--- config.mk ---
export PLATFORM = sky130hd
export DESIGN_NAME = cpu
export DESIGN_NICKNAME = d
export VERILOG_FILES = /design/src/rtl/cpu.sv
export SDC_FILE = /design/constraint.sdc
export NUM_CORES = 1
export LEC_CHECK = 0
export ABC_CLOCK_PERIOD_IN_PS = 8050
export BUFFER_PORTS_ARGS = -buffer_cell sky130_fd_sc_hd__buf_4
export CELL_PAD_IN_SITES_DETAIL_PLACEMENT = 0
export CELL_PAD_IN_SITES_GLOBAL_PLACEMENT = 1
export CORE_MARGIN = 5
export CORE_UTILIZATION = 42
export DETAILED_ROUTE_END_ITERATION = 12
export GPL_TIMING_DRIVEN = 0
export PLACE_DENSITY = 0.74
export REMOVE_ABC_BUFFERS = 1
export SETUP_SLACK_MARGIN = 0.5
export SLEW_MARGIN = 10
export SYNTH_ARGS = -nofsm -noshare
export SYNTH_HDL_FRONTEND = slang
export SYNTH_SLANG_ARGS = --single-unit
--- constraint.sdc ---
create_clock -name clk -period 8.05 [get_ports clk]
set_input_delay 0.805 -clock clk [delete_from_list [all_inputs] [get_ports clk]]
set_output_delay 0.805 -clock clk [all_outputs]
set_load 0.01 [all_outputs]
--- src/rtl/cpu.sv ---
`default_nettype none
//============================================================================
// Module   : cpu
// Purpose  : Small accumulator CPU that fetches 16-bit instruction words
//            (and optional 16-bit immediates) from a flash handshake
//            interface and executes register, LED, UART and button ops.
// Ports    : clk             - system clock, rising edge
//            reset           - asynchronous active-high reset
//            flashReadAddr   - byte address of the word being fetched
//            flashByteRead   - word returned by flash
//            flashEnabled    - fetch request, high while waiting for a word
//            flashDataReady  - flash handshake, word valid while high
//            leds            - LED drive, active-low
//            uartData        - print payload (four ASCII hex digits of AC)
//            writeUart       - one-cycle strobe qualifying uartData
//            btn1..btn4      - push buttons, active-low
// Revision : 1.0 - initial release
//============================================================================
module cpu (
  input  logic         clk,
  input  logic         reset,
  output logic [23:0]  flashReadAddr,
  input  logic [15:0]  flashByteRead,
  output logic         flashEnabled,
  input  logic         flashDataReady,
  output logic [5:0]   leds,
  output logic [100:0] uartData,
  output logic         writeUart,
  input  logic         btn1,
  input  logic         btn2,
  input  logic         btn3,
  input  logic         btn4
);

  typedef enum logic [2:0] {
    S_FETCH        = 3'd0,
    S_WAIT_RDY     = 3'd1,
    S_WAIT_LOW     = 3'd2,
    S_DECODE       = 3'd3,
    S_FETCH_IMM    = 3'd4,
    S_WAIT_RDY_IMM = 3'd5,
    S_WAIT_LOW_IMM = 3'd6,
    S_EXEC         = 3'd7
  } state_t;

  // Register-form opcodes
  localparam logic [6:0] OP_CLR = 7'h00;
  localparam logic [6:0] OP_ADD = 7'h02;
  localparam logic [6:0] OP_STA = 7'h04;
  localparam logic [6:0] OP_INV = 7'h06;
  localparam logic [6:0] OP_LDA = 7'h08;
  localparam logic [6:0] OP_OUT = 7'h0A;
  localparam logic [6:0] OP_PRT = 7'h0C;
  localparam logic [6:0] OP_BTN = 7'h0E;
  // Immediate-form opcodes
  localparam logic [6:0] OP_ADDI = 7'h02;
  localparam logic [6:0] OP_LDI  = 7'h08;
  localparam logic [6:0] OP_JMP  = 7'h10;

  state_t      r_state;
  state_t      w_next_state;

  logic [23:0] r_pc;
  logic [23:0] r_addr;
  logic        r_flash_en;
  logic [15:0] r_a;
  logic [15:0] r_b;
  logic [15:0] r_c;
  logic [15:0] r_ac;
  logic [15:0] r_ir;
  logic [15:0] r_imm;
  logic [5:0]  r_leds;
  logic [31:0] r_uart;
  logic        r_write_uart;

  logic        w_imm_form;
  logic [6:0]  w_opcode;
  logic [1:0]  w_sel;
  logic [15:0] w_rd;
  logic        w_rd_we;
  logic [15:0] w_rd_val;
  logic        w_ac_we;
  logic [15:0] w_ac_val;
  logic        w_out;
  logic        w_prt;
  logic        w_jmp;
  logic [31:0] w_hex;
  logic        w_unused_ir_bits;

  assign w_imm_form       = r_ir[15];
  assign w_opcode         = r_ir[14:8];
  assign w_sel            = r_ir[1:0];
  assign w_unused_ir_bits = ^r_ir[7:2];

  assign flashReadAddr = r_addr;
  assign flashEnabled  = r_flash_en;
  assign leds          = r_leds;
  assign uartData      = {69'b0, r_uart};
  assign writeUart     = r_write_uart;

  function automatic logic [7:0] hex_ascii(input logic [3:0] nib);
    if (nib < 4'd10) return 8'h30 + {4'h0, nib};
    else             return 8'h37 + {4'h0, nib};  // 'A' - 10
  endfunction

  assign w_hex = {hex_ascii(r_ac[15:12]), hex_ascii(r_ac[11:8]),
                  hex_ascii(r_ac[7:4]),   hex_ascii(r_ac[3:0])};

  always_comb begin
    w_rd = r_ac;
    case (w_sel)
      2'd0:    w_rd = r_a;
      2'd1:    w_rd = r_b;
      2'd2:    w_rd = r_c;
      default: w_rd = r_ac;
    endcase
  end

  //--------------------------------------------------------------------------
  // State register
  //--------------------------------------------------------------------------
  always_ff @(posedge clk or posedge reset) begin
    if (reset) r_state <= S_FETCH;
    else       r_state <= w_next_state;
  end

  //--------------------------------------------------------------------------
  // Next state. The WAIT_LOW states consume the tail of a ready pulse so a
  // long pulse can never deliver the same word twice.
  //--------------------------------------------------------------------------
  always_comb begin
    w_next_state = r_state;
    case (r_state)
      S_FETCH:        w_next_state = S_WAIT_RDY;
      S_WAIT_RDY:     if (flashDataReady)  w_next_state = S_WAIT_LOW;
      S_WAIT_LOW:     if (!flashDataReady) w_next_state = S_DECODE;
      S_DECODE:       w_next_state = w_imm_form ? S_FETCH_IMM : S_EXEC;
      S_FETCH_IMM:    w_next_state = S_WAIT_RDY_IMM;
      S_WAIT_RDY_IMM: if (flashDataReady)  w_next_state = S_WAIT_LOW_IMM;
      S_WAIT_LOW_IMM: if (!flashDataReady) w_next_state = S_EXEC;
      S_EXEC:         w_next_state = S_FETCH;
      default:        w_next_state = S_FETCH;
    endcase
  end

  //--------------------------------------------------------------------------
  // Execute decode. An operation writes either Rd or AC, never both.
  // Unlisted opcode/flag combinations fall through as no-ops.
  //--------------------------------------------------------------------------
  always_comb begin
    w_rd_we  = 1'b0;
    w_rd_val = w_rd;
    w_ac_we  = 1'b0;
    w_ac_val = r_ac;
    w_out    = 1'b0;
    w_prt    = 1'b0;
    w_jmp    = 1'b0;
    if (r_state == S_EXEC) begin
      if (!w_imm_form) begin
        case (w_opcode)
          OP_CLR: begin w_rd_we = 1'b1; w_rd_val = 16'h0000;    end
          OP_ADD: begin w_ac_we = 1'b1; w_ac_val = r_ac + w_rd; end
          OP_STA: begin w_rd_we = 1'b1; w_rd_val = r_ac;        end
          OP_INV: begin w_rd_we = 1'b1; w_rd_val = ~w_rd;       end
          OP_LDA: begin w_ac_we = 1'b1; w_ac_val = w_rd;        end
          OP_OUT: w_out = 1'b1;
          OP_PRT: w_prt = 1'b1;
          OP_BTN: begin
            w_ac_we  = 1'b1;
            w_ac_val = {12'h000, ~btn4, ~btn3, ~btn2, ~btn1};
          end
          default: ;
        endcase
      end else begin
        case (w_opcode)
          OP_ADDI: begin w_ac_we = 1'b1; w_ac_val = r_ac + r_imm; end
          OP_LDI:  begin w_ac_we = 1'b1; w_ac_val = r_imm;        end
          OP_JMP:  w_jmp = 1'b1;
          default: ;
        endcase
      end
    end
  end

  //--------------------------------------------------------------------------
  // Datapath and registered outputs
  //--------------------------------------------------------------------------
  always_ff @(posedge clk or posedge reset) begin
    if (reset) begin
      r_pc         <= 24'h000000;
      r_addr       <= 24'h000000;
      r_flash_en   <= 1'b0;
      r_a          <= 16'h0000;
      r_b          <= 16'h0000;
      r_c          <= 16'h0000;
      r_ac         <= 16'h0000;
      r_ir         <= 16'h0000;
      r_imm        <= 16'h0000;
      r_leds       <= 6'h3F;
      r_uart       <= 32'h0000_0000;
      r_write_uart <= 1'b0;
    end else begin
      r_write_uart <= w_prt;

      case (r_state)
        S_FETCH, S_FETCH_IMM: begin
          r_addr     <= r_pc;
          r_flash_en <= 1'b1;
        end
        S_WAIT_RDY: begin
          if (flashDataReady) begin
            r_ir       <= flashByteRead;
            r_flash_en <= 1'b0;
            r_pc       <= r_pc + 24'd2;  // wraps naturally at 2^24
          end
        end
        S_WAIT_RDY_IMM: begin
          if (flashDataReady) begin
            r_imm      <= flashByteRead;
            r_flash_en <= 1'b0;
            r_pc       <= r_pc + 24'd2;
          end
        end
        default: ;
      endcase

      if (w_jmp) r_pc <= {8'h00, r_imm};

      if (w_rd_we) begin
        case (w_sel)
          2'd0:    r_a  <= w_rd_val;
          2'd1:    r_b  <= w_rd_val;
          2'd2:    r_c  <= w_rd_val;
          default: r_ac <= w_rd_val;
        endcase
      end
      if (w_ac_we) r_ac <= w_ac_val;

      if (w_out) r_leds <= ~r_ac[5:0];
      if (w_prt) r_uart <= w_hex;
    end
  end

endmodule
`default_nettype wire

==> results of run 1 <==
==> logic make-up (layout without fill, tap and decap cells) <==
| family | count (synthesis) | in the layout | synth area share |
|---|---|---|---|
| AOI/OAI and AO/OA | 299 | 299 | 0.173 |
| xor gates and xnor gates | 46 | 46 | 0.0379 |
| adders and majority gates | 39 | 39 | 0.0473 |
| buffers and inverters | 156 | 142 | 0.0815 |
| DFF | 177 | 177 | 0.417 |
| muxes | 71 | 71 | 0.0915 |
| other | 1 | 73 | 0.000353 |
| and+or+nand+nor | 360 | 360 | 0.152 |
==> power by group <==
group          internal, W  switching [W]  total, W
clock network     0.000412       0.000398  0.000811
logic             0.000732       0.000818   0.00155
registers          0.00114       0.000446   0.00158
==> cells in the final DEF, fill, tap and decap left out, types with 4 or more instances in the layout <==
master	synthesis	final
xor2_1	28	28
conb_1	1	73
mux2_2	50	50
nand4_1	10	10
a31oi_1	15	15
mux4_2	16	16
o31ai_1	4	4
a211o_1	4	4
nand3_1	21	20
nor2_1	125	124
o21ai_0	77	77
dfrtp_1	171	167
buf_4	73	82
dfstp_2	6	6
inv_6	0	5
a211oi_1	13	13
a22oi_1	6	6
nor3_1	10	10
nor2b_1	7	7
or3_1	5	5
o211ai_1	16	16
a221oi_1	7	7
mux2i_1	5	5
a21oi_1	101	101
nand2b_1	7	7
a21o_1	18	18
clkbuf_16	0	17
dfrtp_2	0	4
o21a_1	7	7
inv_1	23	22
xnor2_1	18	18
inv_8	0	4
and3_1	8	8
nand2_1	141	141
ha_1	37	37
==> sequential cells by signal, indices dropped and copies added, names as in the netlist, 3 cells and up <==
signal and flops:
flashReadAddr 24, leds 6, r_a 16, r_ac 16, r_b 16, r_c 16
r_imm 16, r_ir 10, r_pc 24, r_state 3, r_uart 28
==> per-layer routing <==
metal	up-vias	GRT usage	wire, um
li1	4047	-	-
met1	3993	0.268	12400
met2	202	0.300	12600
met3	19	0.0319	1390
met4	0	0.0378	230
met5	-	0	0
==> per-stage QoR <==
stage	setup WS (ps)	area (um2)	util	hold WS (ps)
finish	4180	11800	0.473	400
global route	3920	11800	0.473	426
CTS	4180	11800	0.473	410
detailed placement	4210	11300	0.450	465
global placement	164	11200	0.446	452
floorplan	2450	10100	-	433
==> final timing paths <==
check | cells past startpoint | slack, ps | to
max | 11 | 4180 | r_ac[8]
min | 2 | 400 | flashReadAddr[18]
max reg2reg | 11 | 4180 | r_ac[8]
min reg2reg | 2 | 470 | r_uart[5]
max in group asynchronous | 3 | 6720 | r_uart[18]
min in group clk | 2 | 470 | r_uart[5]
==> cell type report <==
class	count	area [um2]	share of cell area
Clock inverter	15	146	0.0124
Clock buffer	17	425	0.0359
Timing Repair Buffer	86	693	0.0586
Multi-Input combinational cell	888	5620	0.475
Inverter	24	97.6	0.00824
Tap cell	330	413	0.0349
Sequential cell	177	4440	0.375
==> results.ini, run 1 <==
[synth]
ys_ff_latch=177
avgSynthCellArea_um2=9.26
async_flop_share=1.00
ys.flop_type=dfrtp_1
synth.area.top_cells=dfrtp_1 (40%), mux2_2 (5.3%), buf_4 (5.2%)
ys_top_cells_by_count=dfrtp_1 (171), nand2_1 (141), nor2_1 (125)
synth-seq-area-share=0.417
synth_cell_type_count=74
yosys.area.top_type_share=0.402
yosysMostFrequentCell=dfrtp_1
synth-edff-count=0
yosys_warnings=0
syn-cell-area_um2=10600
syn-instance-count=1149
yosysTopAreaCell=dfrtp_1

[setup_path]
cp_top_family=compound AO/OA/AOI/OAI gates
path_cells=mux4_2 -> ha_1 -> inv_1 -> fa_1 -> nor2b_1 -> o2111ai_1 -> a31oi_1 -> xor2_1 -> a221oi_1 -> a311oi_1 -> a221o_1
cp.required_ps=8360
critPathSlowestCell=dfrtp_1
startpoint=r_ir[1]
critPathKind=reg -> reg
worst-path-max-fanout=23
crit_buf_inv=1
cp-end-kind=register
cp-start-kind=register
slowest_delay_ps=1100
arrival_ps=4170
r2r-start=r_ir[1]

[global_routing]
antenna_found_initial=0
grt_usage=0.186
grt_pass1_wl_um=43300
grt_start_max_net_pins=113
grt_pass1_vias=8002
overflow=0

[floorplan]
initial_core_util=0.425
die_w_um=169
io_pins=156
die_h_um=169
rows=58
dieArea_um2=28600
core_um2=25000

[cells_and_area]
n_fill_cell=2418
diodes=0
layout-drive-gt1-share=0.171
final_cells=1537
syn2layout_area_growth_pct=11.3
fin_nets=1256

[sta]
drv_slew=0
finalSetupViolCount=0
max_freq_mhz=259
setup-tns-final_ps=0
slew_headroom=0.191
hold_violations=0
post-route-period-util=0.480
worstMarginPinSlew_ps=1210
period_needed_ps=3870
skew_ps=10.1
rsz0062_at_grt=false

[clock_network]
clk_latency_ps=430
post_cts_buffers=0
clkTransAtPathRegs_ps=80
cts_hold_buf=0
cts_resized=0
cts_inserted_buffers=17
ctsHtreeMaxLevel=4
cts_tree=done
clockBufferDepth=2
clock-root-buffer=clkbuf_16
clock_sinks=177

[route]
drcViolationCount=0
dr.first_iter.drc_count=650
wl_per_cell_um=17.3
vias=8261
drt_wl_total_um=26500
first_pass_iters=5
vias_per_cell=5.37
drtAntennaViolNets=0

[power_and_ir_drop]
ir_drop_v=0.000151
powerDensity_nw_per_um2=333
power.leakage_nw=5.38
power_w=0.00394

[placed_design]
hpwl_um=19400
dp.cells=1505
numPortBuffers=82
gp_congestion=0.884

[worst_hold_path]
hold_path_class=in -> async

[status]
status=finished clean

[flow_run]
maxCapViolCount=0

Power figures use the tool's default switching activity.
==> inputs of run 2 (changes only) <==
- ABC_AREA: unset -> 1
- ABC_CLOCK_PERIOD_IN_PS: 8050 -> 3900
- PLACE_DENSITY: 0.74 -> 0.77
- clock period: 8.05 -> 3.9 ns (I/O delays scaled with it)
==> run 2 against run 1 <==
Net effect: synthesized area rose by 6.7%; synthesized cell count rose by 34%; routed wire length rose by 21%; maximum frequency rose by 22%; worst hold slack got worse by 250 ps; sequential cell count did not move.
==> results.ini, run 2 <==
[synth]
ys.flop_type=dfrtp_1
yosys_warnings=0  ; unchanged
syn-instance-count=1538  ; +34%
yosysMostFrequentCell=nand2_1
synth-seq-area-share=0.391  ; -0.0260
ys_ff_latch=177  ; unchanged
synth-edff-count=0  ; unchanged
ys_top_cells_by_count=nand2_1 (453), inv_1 (226), dfrtp_1 (171)
syn-cell-area_um2=11300  ; +6.7%
yosysTopAreaCell=dfrtp_1
avgSynthCellArea_um2=7.38  ; -20%
async_flop_share=1.00  ; unchanged
yosys.area.top_type_share=0.377  ; -0.0251
synth.area.top_cells=dfrtp_1 (38%), nand2_1 (15%), inv_1 (7.5%)
synth_cell_type_count=50  ; -32%

[route]
drtAntennaViolNets=0  ; unchanged
vias_per_cell=4.98  ; -7.4%
drt_wl_total_um=32200  ; +21%
first_pass_iters=5  ; unchanged
vias=9752  ; +18%
drcViolationCount=0  ; unchanged
wl_per_cell_um=16.4  ; -4.9%
dr.first_iter.drc_count=635  ; -2.3%

[cells_and_area]
largest_register_ffs=28  ; unchanged
final_cell_mix=nand2_1 (451), inv_1 (225), dfrtp_1 (169)
fin_area_um2=12600  ; +6.7%
fin_nets=1668  ; +33%
mostFrequentLayoutCell=nand2_1
layout-drive-gt1-share=0.104  ; -0.0671
final_cells=1960  ; +28%
diodes=0  ; unchanged
regMostFlops=r_uart
syn2layout_area_growth_pct=11.4  ; about the same

[setup_path]
regToRegSetupSlack_ps=740  ; -3450 ps
slowest_delay_ps=620  ; -480 ps
arrival_ps=3530  ; -640 ps
critPathSlowestCell=dfrtp_4
cp-end-kind=register
cp.required_ps=4270  ; -4090 ps
timing.critical_path.mode_cell=nand2_1
path_cells=nand2_2 -> o21ai_0 -> inv_1 -> ha_1 -> nand2_1 -> nor2_1 -> nand3_1 -> nand2_1 -> nand2_1 -> nand2_1 -> nand2_1 -> nand2_1 -> nand2_1 -> nand2_1 -> nand2_1 -> a21oi_1
critPathKind=reg -> reg
startpoint=r_ir[1]
cp-start-kind=register
worst-path-max-fanout=20  ; -13%
r2r-start=r_ir[1]

[floorplan]
rows=60  ; +3.4%
io_pins=156  ; unchanged
die_w_um=174  ; +3.1%
initial_core_util=0.423  ; -0.00154
dieArea_um2=30400  ; +6.3%
die_h_um=174  ; +3.1%
core_um2=26800  ; +7.0%

[placed_design]
gp_congestion=0.927  ; +4.8%
hpwl_um=24200  ; +25%
numPortBuffers=82  ; unchanged
post_dp_cell_area_um2=12000  ; +6.3%
dp.cells=1919  ; +28%

[sta]
rsz0062_at_grt=false
drv_slew=0  ; unchanged
hold_slack_ps=152  ; -248 ps
worstMarginPinSlew_ps=1050  ; -164 ps
skew_ps=15.7  ; +5.61 ps
max_freq_mhz=316  ; +22%
post-route-period-util=0.810  ; +0.330
hold_violations=0  ; unchanged
period_needed_ps=3160  ; -705 ps
finalSetupViolCount=0  ; unchanged
slew_headroom=0.302  ; +0.111
setup-tns-final_ps=0  ; unchanged

[clock_network]
clock_sinks=177  ; unchanged
clock-root-buffer=clkbuf_16
cts_tree=done
ctsHtreeMaxLevel=4  ; unchanged
clkTransAtPathRegs_ps=80  ; about the same
clk_latency_ps=440  ; about the same
clockBufferDepth=2  ; unchanged
cts_inserted_buffers=17  ; unchanged

[power_and_ir_drop]
ir_drop_v=0.000349  ; +130%
power_w=0.00978  ; +150%
power.leakage_nw=7.04  ; +31%
powerDensity_nw_per_um2=774  ; +130%

[global_routing]
grt_start_max_net_pins=92  ; -19%
antenna_found_initial=0  ; unchanged
grt_usage=0.211  ; +0.0246
grt_pass1_wl_um=51500  ; +19%
grt_pass1_vias=9392  ; +17%
overflow=0  ; unchanged

[status]
status=finished clean

[worst_hold_path]
holdCritStartpoint=flashDataReady
hold_path_class=in -> reg

[flow_run]
maxCapViolCount=0  ; unchanged

run 2: cell types whose count changed after synthesis, sizes merged, moves of 12 or more:
cell    change
nand2     +318
a21o       -18
a31oi      -12
mux2       -45
mux4       -16
o21ai      +72
clkbuf     -28
a21oi      -45
inv       +208
mux2i      +25
nor2       -55
nand3      +67
a211oi     -13
buf        +12
run 2: power breakdown:
part	internal, W	total [W]	switching (W)
Sequential	0.00242	0.00317	0.000744
Combinational	0.00180	0.00491	0.00311
Clock	0.000853	0.00171	0.000853
run 2: cells by family (layout without fill, tap and decap cells):
group / count (synthesis) / count (layout) / share of synthesized area
other: 1 / 73 / 0.000331
buffers and inverters: 349 / 358 / 0.143
AO/OA/AOI/OAI: 248 / 248 / 0.120
XOR/XNOR: 26 / 26 / 0.0201
AND/OR/NAND/NOR: 663 / 663 / 0.250
flip-flops: 177 / 177 / 0.391
adder cells (fa/ha/maj): 39 / 39 / 0.0443
multiplexers: 35 / 35 / 0.0314
run 2: layout make-up:
type | count | area, um2
clock buffers | 18 | 429
clock inverters | 14 | 139
fillers | 2774 | 14200
inverters | 233 | 883
multi-input cells | 1084 | 5560
flip-flops and latches | 177 | 4440
well taps | 341 | 427
repair buffers | 93 | 753
run 2: repair_timing:
item / 4_1_cts / 5_1_grt
hold buffers: 1 / 0
setup buffers: 4 / 4
pin swaps: 1 / 1
cloned: 0 / 0
gates resized for setup: 3 / 3
setup endpoints to repair: 14 / 8
endpoints found under the hold margin: 21 / 0
run 2: final timing paths:
path                                          to  depth (start not counted)
min in group asynchronous               r_ac[11]                          3
worst max-delay path                    r_ac[11]                         16
worst max register to register          r_ac[11]                         16
worst min-delay path                  r_state[0]                          2
max in group asynchronous                leds[0]                          5
worst min register to register  flashReadAddr[9]                          2
run 2: worst max-delay path, delay by kind of cell, from the launching register on:
family,cells,cell delay [ps]
buf+inv,1,140
simple gates,12,1390
flops,1,620
compound gates,2,550
fa+ha+maj,1,370
run 2: routing by layer:
| layer | vias to the layer above | GRT usage | routed length [um] |
|---|---|---|---|
| met3 | 39 | 0.0322 | 1640 |
| met5 | - | 0 | 0 |
| met4 | 0 | 0.0683 | 922 |
| met2 | 261 | 0.349 | 15000 |
| met1 | 4541 | 0.285 | 14600 |
| li1 | 4911 | - | - |
run 2: through the flow:
stage                     utilization  setup slack, ps
after floorplan                     -            -1280
after global placement          0.444            -3700
final                           0.471              740
after CTS                       0.470              520
after global routing            0.471              534
after detailed placement        0.447            -40.4
==> inputs of run 3 (changes only) <==
- ABC_CLOCK_PERIOD_IN_PS: 3900 -> 3300
- clock period: 3.9 -> 3.3 ns (I/O delays scaled with it)
==> run 3 against run 2 <==
Net effect: sequential share of layout area fell by 1.5 points; routed wire length rose by 4.7%; maximum frequency rose by 14%; worst hold slack got worse by 59 ps; clock power rose by 19%; design area rose by 4.4%; largest power group unchanged; highest routed layer unchanged.
==> results.ini, run 3 (synthesized netlist as in run 2, its figures left out) <==
[setup_path]
critPathKind=reg -> reg
cp_top_family=simple AND/OR/NAND/NOR gates
arrival_ps=3130  ; -400 ps
rr_worst_depth=18  ; +2
cp-end-kind=register
cp.required_ps=3660  ; -610 ps
worst-path-stages=18  ; +2
worst-path-max-fanout=5  ; -75%
slowest_delay_ps=570  ; -50 ps
crit_buf_inv=3  ; +2
cp-start-kind=register
timing.critical_path.mode_cell=nand2_1
path_cells=nor2_4 -> buf_6 -> buf_4 -> nand2_1 -> nand3_2 -> o21ai_4 -> fa_2 -> inv_2 -> nand4_1 -> nand2_2 -> nand2_1 -> nand2_1 -> nand2_1 -> nand2_1 -> nand2_1 -> nand2_1 -> nand2_1 -> a21oi_1
critPathSlowestCell=dfrtp_4

[clock_network]
cts_tree=done
ctsHtreeMaxLevel=4  ; unchanged
clk_latency_ps=450  ; about the same
clock_sinks=177  ; unchanged
clock-root-buffer=clkbuf_16
clockBufferDepth=2  ; unchanged
clkTransAtPathRegs_ps=70  ; about the same
cts_inserted_buffers=17  ; unchanged

[floorplan]
die_w_um=174  ; unchanged
initial_core_util=0.423  ; unchanged
io_pins=156  ; unchanged
core_um2=26800  ; unchanged
die_h_um=174  ; unchanged
rows=60  ; unchanged
dieArea_um2=30400  ; unchanged

[route]
wl_per_cell_um=17.0  ; +3.6%
drt_wl_total_um=33700  ; +4.7%
drcViolationCount=0  ; unchanged
dr.first_iter.drc_count=732  ; +15%
first_pass_iters=5  ; unchanged
vias_per_cell=5.06  ; +1.6%
drtAntennaViolNets=0  ; unchanged
vias=10010  ; +2.6%

[sta]
slew_headroom=0.314  ; +0.0119
skew_ps=17.4  ; +1.75 ps
hold_violations=0  ; unchanged
max_freq_mhz=361  ; +14%
worstMarginPinSlew_ps=1020  ; -21.6 ps
rsz0062_at_grt=true
fin_ws_ps=533  ; -207 ps
finalSetupViolCount=0  ; unchanged
drv_slew=0  ; unchanged
period_needed_ps=2770  ; -393 ps
post-route-period-util=0.839  ; +0.0282

[global_routing]
grt_pass1_vias=9523  ; +1.4%
antenna_found_initial=0  ; unchanged
overflow=0  ; unchanged
grt_pass1_wl_um=52500  ; +2.0%
grt_usage=0.216  ; +0.00503
grt_start_max_net_pins=92  ; unchanged

[placed_design]
hpwl_um=24200  ; unchanged
gp_congestion=0.927  ; unchanged
numPortBuffers=82  ; unchanged
dp.cells=1919  ; unchanged
pre_cts_slack_ps=-640  ; -600 ps

[cells_and_area]
final_cells=1980  ; +1.0%
fin_nets=1688  ; +1.2%
syn2layout_area_growth_pct=16.3
mostFrequentLayoutCell=nand2_1
regMostFlops=r_uart
largest_register_ffs=28  ; unchanged
final_cell_mix=nand2_1 (434), inv_1 (215), dfrtp_1 (168)
layout-drive-gt1-share=0.163  ; +0.0585
diodes=0  ; unchanged
n_fill_cell=2697  ; -2.8%

[flow_run]
maxCapViolCount=0  ; unchanged

[power_and_ir_drop]
power_w=0.0125  ; +28%
ir_drop_v=0.000430  ; +23%
power.leakage_nw=7.19  ; +2.1%
powerDensity_nw_per_um2=948  ; +23%

[worst_hold_path]
whs_path_depth=2  ; unchanged
hold_path_class=in -> reg

[status]
status=finished clean

-- run 3: repair_timing --
| action | in CTS | in global routing |
|---|---|---|
| endpoints found under the hold margin | 21 | 0 |
| hold buffers | 1 | 0 |
| gates cloned | 0 | 1 |
| pin swaps | 3 | 17 |
| setup endpoints to repair | 28 | 49 |
| gates resized for setup | 17 | 94 |
| setup buffers | 15 | 12 |
-- run 3: report_power, final --
part | switching, W | internal (W)
registers | 0.000913 | 0.00287
clock network | 0.00102 | 0.00101
logic | 0.00409 | 0.00262
total | 0.00602 | 0.00649
-- run 3: final timing paths --
kind                       slack [ps]              from               end
min in group asynchronous         380             reset          r_ac[11]
max                               530           r_ir[1]          r_ac[14]
max reg2reg                       530           r_ir[1]          r_ac[14]
min                                90    flashDataReady        r_state[0]
max in group asynchronous        1850             reset           leds[0]
min reg2reg                       470  flashReadAddr[9]  flashReadAddr[9]
-- run 3: per-stage QoR --
step | instance area, um2 | util | hold WS (ps) | TNS (ps)
2_1_floorplan | 10900 | - | 432 | -314510
3_3_place_gp | 11900 | 0.444 | 456 | -742350
3_5_place_dp | 12000 | 0.447 | 286 | -6260
4_1_cts | 12700 | 0.475 | 77.5 | 0
5_1_grt | 13200 | 0.492 | 88.2 | 0
6_report | 13200 | 0.492 | 92.8 | 0
-- run 3: metal layers --
metal  part of all wire  vias to the layer above  routed length, um  GRT usage
li1                   -                     4957                  -          -
met1               0.44                     4704              14900      0.286
met2               0.47                      286              15700      0.356
met3              0.055                       63               1840     0.0363
met4              0.036                        0               1200     0.0815
met5                  0                        -                  0          0
-- run 3: layout make-up --
class | instances | area, um2 | area share
multi-input cells | 1085 | 5950 | 0.451
flip-flops and latches | 177 | 4450 | 0.337
repair buffers | 112 | 923 | 0.0700
inverters | 233 | 887 | 0.0672
clock buffers | 18 | 429 | 0.0325
well taps | 341 | 427 | 0.0323
clock inverters | 14 | 139 | 0.0105
